### config.mk
export PLATFORM = sky130hd
export DESIGN_NAME = mdu_iter
export DESIGN_NICKNAME = d
export VERILOG_FILES = /design/src/rtl/mdu_pkg.sv /design/src/rtl/mdu_div_radix2.sv /design/src/rtl/mdu_iter.sv
export SDC_FILE = /design/constraint.sdc
export NUM_CORES = 2
export LEC_CHECK = 0
export CORE_ASPECT_RATIO = 1.2
export CORE_MARGIN = 10
export CORE_UTILIZATION = 45
export CTS_CLUSTER_DIAMETER = 30
export CTS_CLUSTER_SIZE = 28
export DETAILED_ROUTE_END_ITERATION = 8
export MAX_ROUTING_LAYER = met4
export PLACE_DENSITY = 0.7
export SLEW_MARGIN = 20
export SYNTH_ARGS = -nofsm -noshare
export SYNTH_HDL_FRONTEND = slang
export SYNTH_SLANG_ARGS = --single-unit
### constraint.sdc
create_clock -name clk -period 20.2 [get_ports clk]
set_clock_uncertainty 0.15 [all_clocks]
set_input_delay 6.06 -clock clk [delete_from_list [all_inputs] [get_ports clk]]
set_output_delay 6.06 -clock clk [all_outputs]
set_load 0.01 [all_outputs]
### src/rtl/mdu_pkg.sv
// Shared opcode/state types and decode helpers for the
// iterative multiply/divide unit.
package mdu_pkg;

    typedef enum logic [3:0] {
        OP_MULT  = 4'd0,
        OP_MULTU = 4'd1,
        OP_MADD  = 4'd2,
        OP_MADDU = 4'd3,
        OP_MSUB  = 4'd4,
        OP_MSUBU = 4'd5,
        OP_DIV   = 4'd6,
        OP_DIVU  = 4'd7,
        OP_MTHI  = 4'd8,
        OP_MTLO  = 4'd9,
        OP_NOP   = 4'd15
    } mdu_op_t;

    typedef enum logic [1:0] {
        S_IDLE = 2'd0,
        S_MUL  = 2'd1,
        S_DIV  = 2'd2,
        S_DONE = 2'd3
    } mdu_state_t;

    function automatic logic is_multicycle(input mdu_op_t op);
        return op inside {OP_MULT, OP_MULTU, OP_MADD, OP_MADDU,
                          OP_MSUB, OP_MSUBU, OP_DIV, OP_DIVU};
    endfunction

    function automatic logic is_div(input mdu_op_t op);
        return op inside {OP_DIV, OP_DIVU};
    endfunction

    function automatic logic is_signed_op(input mdu_op_t op);
        return op inside {OP_MULT, OP_MADD, OP_MSUB, OP_DIV};
    endfunction

    function automatic logic is_macc_add(input mdu_op_t op);
        return op inside {OP_MADD, OP_MADDU};
    endfunction

    function automatic logic is_macc_sub(input mdu_op_t op);
        return op inside {OP_MSUB, OP_MSUBU};
    endfunction

endpackage

### src/rtl/mdu_div_radix2.sv
// Unsigned restoring radix-2 divider: one quotient bit per cycle,
// WIDTH cycles after start, then a one-cycle valid pulse.
module mdu_div_radix2
    import mdu_pkg::*;
#(
    parameter int WIDTH = 32
) (
    input  logic             clk,
    input  logic             resetn,
    input  logic             start,
    input  logic             abort,
    input  logic [WIDTH-1:0] dividend,
    input  logic [WIDTH-1:0] divisor,
    output logic             valid,
    output logic [WIDTH-1:0] quotient,
    output logic [WIDTH-1:0] remainder
);

    localparam int CW = $clog2(WIDTH + 1);

    logic             busy;
    logic [CW-1:0]    cnt;
    logic [WIDTH-1:0] rem;
    logic [WIDTH-1:0] quo;
    logic [WIDTH-1:0] den;
    logic [WIDTH:0]   shifted;
    logic [WIDTH:0]   diff;

    // Top bit of diff set means the trial subtraction borrowed.
    assign shifted = {rem, quo[WIDTH-1]};
    assign diff    = shifted - {1'b0, den};

    always_ff @(posedge clk or negedge resetn) begin
        if (!resetn) begin
            busy  <= 1'b0;
            valid <= 1'b0;
            cnt   <= '0;
            rem   <= '0;
            quo   <= '0;
            den   <= '0;
        end else begin
            valid <= 1'b0;
            if (abort) begin
                busy <= 1'b0;
                cnt  <= '0;
            end else if (start) begin
                busy <= 1'b1;
                cnt  <= '0;
                rem  <= '0;
                quo  <= dividend;
                den  <= divisor;
            end else if (busy) begin
                if (diff[WIDTH]) begin
                    rem <= shifted[WIDTH-1:0];
                    quo <= {quo[WIDTH-2:0], 1'b0};
                end else begin
                    rem <= diff[WIDTH-1:0];
                    quo <= {quo[WIDTH-2:0], 1'b1};
                end
                cnt <= cnt + 1'b1;
                if (cnt == CW'(WIDTH - 1)) begin
                    busy  <= 1'b0;
                    valid <= 1'b1;
                end
            end
        end
    end

    assign quotient  = quo;
    assign remainder = rem;

endmodule

### src/rtl/mdu_iter.sv
// Multicycle multiply/divide unit with HI/LO storage and a
// commit-once DONE state for stalled EXE stages.
module mdu_iter
    import mdu_pkg::*;
#(
    parameter int WIDTH       = 32,
    parameter int MUL_STAGES  = 3,
    parameter bit ENABLE_MACC = 1'b1
) (
    input  logic             clk,
    input  logic             resetn,
    input  logic             flush,
    input  logic             issue_valid,
    input  logic             issue_hold,
    input  logic [3:0]       issue_op,
    input  logic [WIDTH-1:0] src_a,
    input  logic [WIDTH-1:0] src_b,
    output logic             stall,
    output logic             done,
    output logic [WIDTH-1:0] hi,
    output logic [WIDTH-1:0] lo
);

    localparam int W2  = 2 * WIDTH;
    localparam int MCW = (MUL_STAGES > 1) ? $clog2(MUL_STAGES) : 1;

    mdu_state_t       state;
    mdu_state_t       state_nx;
    mdu_op_t          op_in;
    mdu_op_t          op_q;
    logic [WIDTH-1:0] a_q;
    logic [WIDTH-1:0] b_q;
    logic             zero_q;
    logic             neg_q;
    logic             neg_r;
    logic [MCW-1:0]   mul_cnt;
    logic             mul_last;
    logic             accept;
    logic             mt_write;
    logic             commit;
    logic             done_q;
    logic             sgn_in;
    logic [WIDTH-1:0] mag_a;
    logic [WIDTH-1:0] mag_b;
    logic             div_start;
    logic             div_valid;
    logic [WIDTH-1:0] div_q;
    logic [WIDTH-1:0] div_r;
    logic [WIDTH-1:0] q_fix;
    logic [WIDTH-1:0] r_fix;
    logic [W2-1:0]    ext_a;
    logic [W2-1:0]    ext_b;
    logic [W2-1:0]    prod_comb;
    logic [W2-1:0]    prod_fin;
    logic [W2-1:0]    acc;
    logic [W2-1:0]    div_res;
    logic [W2-1:0]    res;

    assign op_in    = mdu_op_t'(issue_op);
    assign accept   = (state == S_IDLE) && issue_valid && !flush
                      && is_multicycle(op_in);
    assign mt_write = (state == S_IDLE) && issue_valid && !issue_hold
                      && !flush && (op_in inside {OP_MTHI, OP_MTLO});
    assign mul_last = (mul_cnt == MCW'(MUL_STAGES - 1));

    assign sgn_in    = is_signed_op(op_in);
    assign mag_a     = (sgn_in && src_a[WIDTH-1]) ? -src_a : src_a;
    assign mag_b     = (sgn_in && src_b[WIDTH-1]) ? -src_b : src_b;
    assign div_start = accept && is_div(op_in) && (src_b != '0);

    always_ff @(posedge clk or negedge resetn) begin
        if (!resetn) begin
            state <= S_IDLE;
        end else begin
            state <= state_nx;
        end
    end

    always_comb begin
        state_nx = state;
        unique case (state)
            S_IDLE: begin
                if (accept) begin
                    state_nx = is_div(op_in) ? S_DIV : S_MUL;
                end
            end
            S_MUL: begin
                if (mul_last) state_nx = S_DONE;
            end
            S_DIV: begin
                if (zero_q || div_valid) state_nx = S_DONE;
            end
            S_DONE: begin
                if (!issue_hold) state_nx = S_IDLE;
            end
            default: state_nx = S_IDLE;
        endcase
        if (flush) state_nx = S_IDLE;
    end

    always_comb begin
        stall = issue_valid && is_multicycle(op_in) && (state != S_DONE);
        done  = done_q;
    end

    // A flush redirects state_nx, so it also cancels the commit.
    assign commit = (state != S_DONE) && (state_nx == S_DONE);

    always_ff @(posedge clk or negedge resetn) begin
        if (!resetn) begin
            op_q    <= OP_NOP;
            a_q     <= '0;
            b_q     <= '0;
            zero_q  <= 1'b0;
            neg_q   <= 1'b0;
            neg_r   <= 1'b0;
            mul_cnt <= '0;
            done_q  <= 1'b0;
        end else begin
            done_q <= commit;
            if (accept) begin
                op_q    <= op_in;
                a_q     <= src_a;
                b_q     <= src_b;
                zero_q  <= is_div(op_in) && (src_b == '0);
                neg_q   <= sgn_in && (src_a[WIDTH-1] ^ src_b[WIDTH-1]);
                neg_r   <= sgn_in && src_a[WIDTH-1];
                mul_cnt <= '0;
            end else if (state == S_MUL) begin
                mul_cnt <= mul_cnt + 1'b1;
            end
        end
    end

    assign ext_a = is_signed_op(op_q) ? {{WIDTH{a_q[WIDTH-1]}}, a_q}
                                      : {{WIDTH{1'b0}}, a_q};
    assign ext_b = is_signed_op(op_q) ? {{WIDTH{b_q[WIDTH-1]}}, b_q}
                                      : {{WIDTH{1'b0}}, b_q};
    assign prod_comb = ext_a * ext_b;

    generate
        if (MUL_STAGES == 1) begin : g_comb
            assign prod_fin = prod_comb;
        end else begin : g_pipe
            logic [W2-1:0] pipe [MUL_STAGES-1];
            // No reset: pure data path, free to be retimed.
            always_ff @(posedge clk) begin
                pipe[0] <= prod_comb;
                for (int i = 1; i < MUL_STAGES - 1; i++) begin
                    pipe[i] <= pipe[i-1];
                end
            end
            assign prod_fin = pipe[MUL_STAGES-2];
        end
    endgenerate

    always_comb begin
        acc = prod_fin;
        if (ENABLE_MACC) begin
            unique case (1'b1)
                is_macc_add(op_q): acc = {hi, lo} + prod_fin;
                is_macc_sub(op_q): acc = {hi, lo} - prod_fin;
                default:           acc = prod_fin;
            endcase
        end
    end

    mdu_div_radix2 #(
        .WIDTH(WIDTH)
    ) u_div (
        .clk      (clk),
        .resetn   (resetn),
        .start    (div_start),
        .abort    (flush),
        .dividend (mag_a),
        .divisor  (mag_b),
        .valid    (div_valid),
        .quotient (div_q),
        .remainder(div_r)
    );

    // Magnitude MIN/-1 yields quotient MIN, which already wraps.
    assign q_fix   = neg_q ? -div_q : div_q;
    assign r_fix   = neg_r ? -div_r : div_r;
    assign div_res = zero_q ? {a_q, {WIDTH{1'b1}}} : {r_fix, q_fix};
    assign res     = (state == S_DIV) ? div_res : acc;

    always_ff @(posedge clk or negedge resetn) begin
        if (!resetn) begin
            hi <= '0;
            lo <= '0;
        end else if (commit) begin
            hi <= res[W2-1:WIDTH];
            lo <= res[WIDTH-1:0];
        end else if (mt_write) begin
            if (op_in == OP_MTHI) hi <= src_a;
            else                  lo <= src_a;
        end
    end

endmodule

==> metrics.txt <==
Most used DFF post-synth=dfrtp_1; Initial Util=45.3%; Final Max Slew Viols=0; clk sink count=372; post-CTS sizing=0; vias in the first global route=60100; Overflow after GRT=0; Tcrit/Tclk final=67.9%; Hold Buf Count CTS=0; die extent in y=455 um; warnings from Yosys=0; Synth cell types=103; R2R cell count=31; largest net degree at the start of global routing=103; vias per std cell=5.64; Final Hold Violating Endpoints=0; cell breakdown of the critical path=clkdlybuf4s50_1 -> a211oi_1 -> clkdlybuf4s50_1; CP top delay family=buffers and inverters; post-synthesis cell count=7840; synthesized area per cell=9.06 um2; asr flop ratio synth=65.6%; Critical Path Stages=3; Final Non-Filler Cells=9862; clock root cell=clkbuf_16; setup TNS=0 ns; final instance area=76300 um2; WL final=234000 um; number of flops mapped to enable cells by yosys=0; CP Class=input port to output port; sequential share of the synthesized area=12.2%; PortBufs=138; RSZ-0062 raised after global routing=false; Reg2Reg Setup Slack=9.42 ns; initial antenna violation count=5; Slowest cell on crit path=clkdlybuf4s50_1; status=finished clean; Vias=55600; arrival time of the worst setup path=7.50 ns; placed insts=9747; placed inst area=74200 um2; Final min period=13.71 ns; DR WL/cell=23.7 um; CP dominant cell by count=clkdlybuf4s50_1; layout net count=9620; crit path max fanout=4; RD Place Congestion=1.02; CTS tree=done; # Post-CTS Setup Buffers=0; clock tree buffer depth=3; GRT Total Usage=27.8%; WP data required=13.99 ns; Synth Cell Area=71000 um2; R2R Path Start=op_q[3]; Tightest Pin Transition=1.20 ns; layout cell share with drive strength beyond 1=4.66%; Die Area=174000 um2; Hold Path Cell Cnt=0; Iter 0 DRT Violations=4096; global-route wire length before repair=359000 um; Final Util=48.7%; Worst Setup End Kind=output port; DRC viols=0; IO Pins=139; Final ANT Viol Nets=0; area growth from synthesis to layout=7.41%; clk_lat worst skew=0.66 ns; fillers=14800; Detailed Routing Iterations Pass 1=6; count of state elements after synthesis=372; slowest stage delay, CP=0.60 ns; Max-cap violations=0; row count=159; Final setup violation count=0; hold path startpoint=g_pipe.pipe[0][0]; dpl hpwl=183000 um; Critical path buffers and inverters=2; Max H-tree Level=2; f_max=72.9 MHz; startpoint class of the critical path=input port; Slew HR=19.8%; Placeable Area=157000 um2; die width=383 um; Worst-path clk slew=0.07 ns; Worst setup startpoint=issue_op[3]; Synthesized Nets=9746; CTS Buf Count=58; worst hold path type=flop to flop
==> logic make-up (layout without fill, tap and decap cells) <==
| kind of cell | Yosys count | in the layout | synth area share, % |
|---|---|---|---|
| flip-flops | 372 | 372 | 12.2 |
| other | 0 | 6 | 0 |
| XOR/XNOR | 381 | 381 | 4.75 |
| AND/OR/NAND/NOR | 2093 | 2093 | 13.8 |
| AO/OA/AOI/OAI | 983 | 983 | 8.99 |
| adder cells (fa/ha/maj) | 1834 | 1834 | 47.3 |
| buffers and inverters | 2041 | 1964 | 10.8 |
| multiplexers | 136 | 136 | 2.04 |
==> registers in the layout (all words and copies together) (netlist names) <==
signal	count
mul_cnt	2
b_q	32
neg_q	1
u_div.valid	1
u_div.remainder	32
u_div.den	32
state	2
a_q	32
zero_q	1
u_div.quotient	32
neg_r	1
lo	32
done	1
g_pipe.pipe	128
u_div.busy	1
op_q	4
u_div.cnt	6
hi	32
==> cell type report <==
class / instances / area [um2] / area share (%)
Multi-Input combinational cell: 5427 / 54700 / 71.7
Inverter: 1623 / 6090 / 7.99
Sequential cell: 372 / 8680 / 11.4
Antenna cell: 6 / 15.0 / 0.0197
Clock buffer: 65 / 1540 / 2.02
Clock inverter: 44 / 546 / 0.715
Timing Repair Buffer: 232 / 2090 / 2.74
Tap cell: 2093 / 2620 / 3.43
==> layer usage <==
layer	wire length, um	part of all wire (%)	vias to the layer above	global-route usage (%)
li1	-	-	23800	-
met1	82100	35	28500	30.1
met2	115000	49	2475	47.1
met3	17200	7.4	873	4.40
met4	19500	8.3	0	18.4
met5	0	0	-	-
==> layout by cell type, fill, tap and decap left out, types with 27 or more instances in the layout <==
master           instances
nor4_1                  30
nand4_1                 39
nor3_1                  65
dfxtp_1                128
clkbuf_16               59
a211oi_1                27
a31oi_1                 35
inv_1                 1621
xnor2_1                226
buf_4                   94
xor2_1                 152
mux2i_1                 64
clkdlybuf4s50_1        137
o21ai_0                259
ha_1                   412
o31ai_1                 48
fa_1                  1421
and2_1                 370
a21o_1                  97
nand2_1               1105
a21oi_1                232
nand3_1                 82
dfrtp_1                232
mux2_2                  72
nor2_1                 201
nand2b_1                29
and3_1                  52
==> cells in the mapped netlist, types with 12 or more instances <==
master | number | share of area [%]
a211oi_1 | 27 | 0.29
a21o_1 | 97 | 1.0
a21oi_1 | 232 | 1.6
a221oi_1 | 21 | 0.26
a31oi_1 | 35 | 0.31
and2_1 | 370 | 3.3
and3_1 | 52 | 0.46
buf_1 | 16 | 0.085
buf_2 | 14 | 0.099
clkbuf_1 | 384 | 2.0
dfrtp_1 | 240 | 8.5
dfxtp_1 | 128 | 3.6
fa_1 | 1421 | 40
ha_1 | 412 | 7.3
inv_1 | 1622 | 8.6
mux2_2 | 72 | 1.1
mux2i_1 | 64 | 0.90
nand2_1 | 1105 | 5.8
nand2b_1 | 31 | 0.27
nand3_1 | 82 | 0.58
nand4_1 | 39 | 0.34
nor2_1 | 202 | 1.1
nor2b_1 | 23 | 0.20
nor3_1 | 66 | 0.47
nor4_1 | 30 | 0.26
o211ai_1 | 23 | 0.24
o21a_1 | 25 | 0.26
o21ai_0 | 259 | 1.8
o21ai_1 | 21 | 0.15
o21bai_1 | 26 | 0.27
o221ai_1 | 21 | 0.26
o22ai_1 | 13 | 0.11
o31ai_1 | 48 | 0.51
o41ai_1 | 18 | 0.22
or2_2 | 13 | 0.11
or3_1 | 26 | 0.23
or4_1 | 12 | 0.13
xnor2_1 | 226 | 2.8
xor2_1 | 152 | 1.9
==> stage by stage <==
step                hold slack [ns]  worst slack [ns]
floorplan                     0.160              7.59
global placement              0.160              6.55
detailed placement            0.162              6.48
CTS                           0.166              6.47
global route                  0.181              6.39
finish                        0.169              6.49
==> path summary, 6_finish.rpt <==
check / to
worst max-delay path: stall
worst min-delay path: g_pipe.pipe[0][64]
worst min register to register: g_pipe.pipe[0][64]
min in group asynchronous: b_q[5]
max in group asynchronous: a_q[29]
worst max register to register: g_pipe.pipe[0][60]
Power is left out: the tool's default activity adds up to more than one toggle a clock period on the data nets, which glitch-free logic cannot reach.
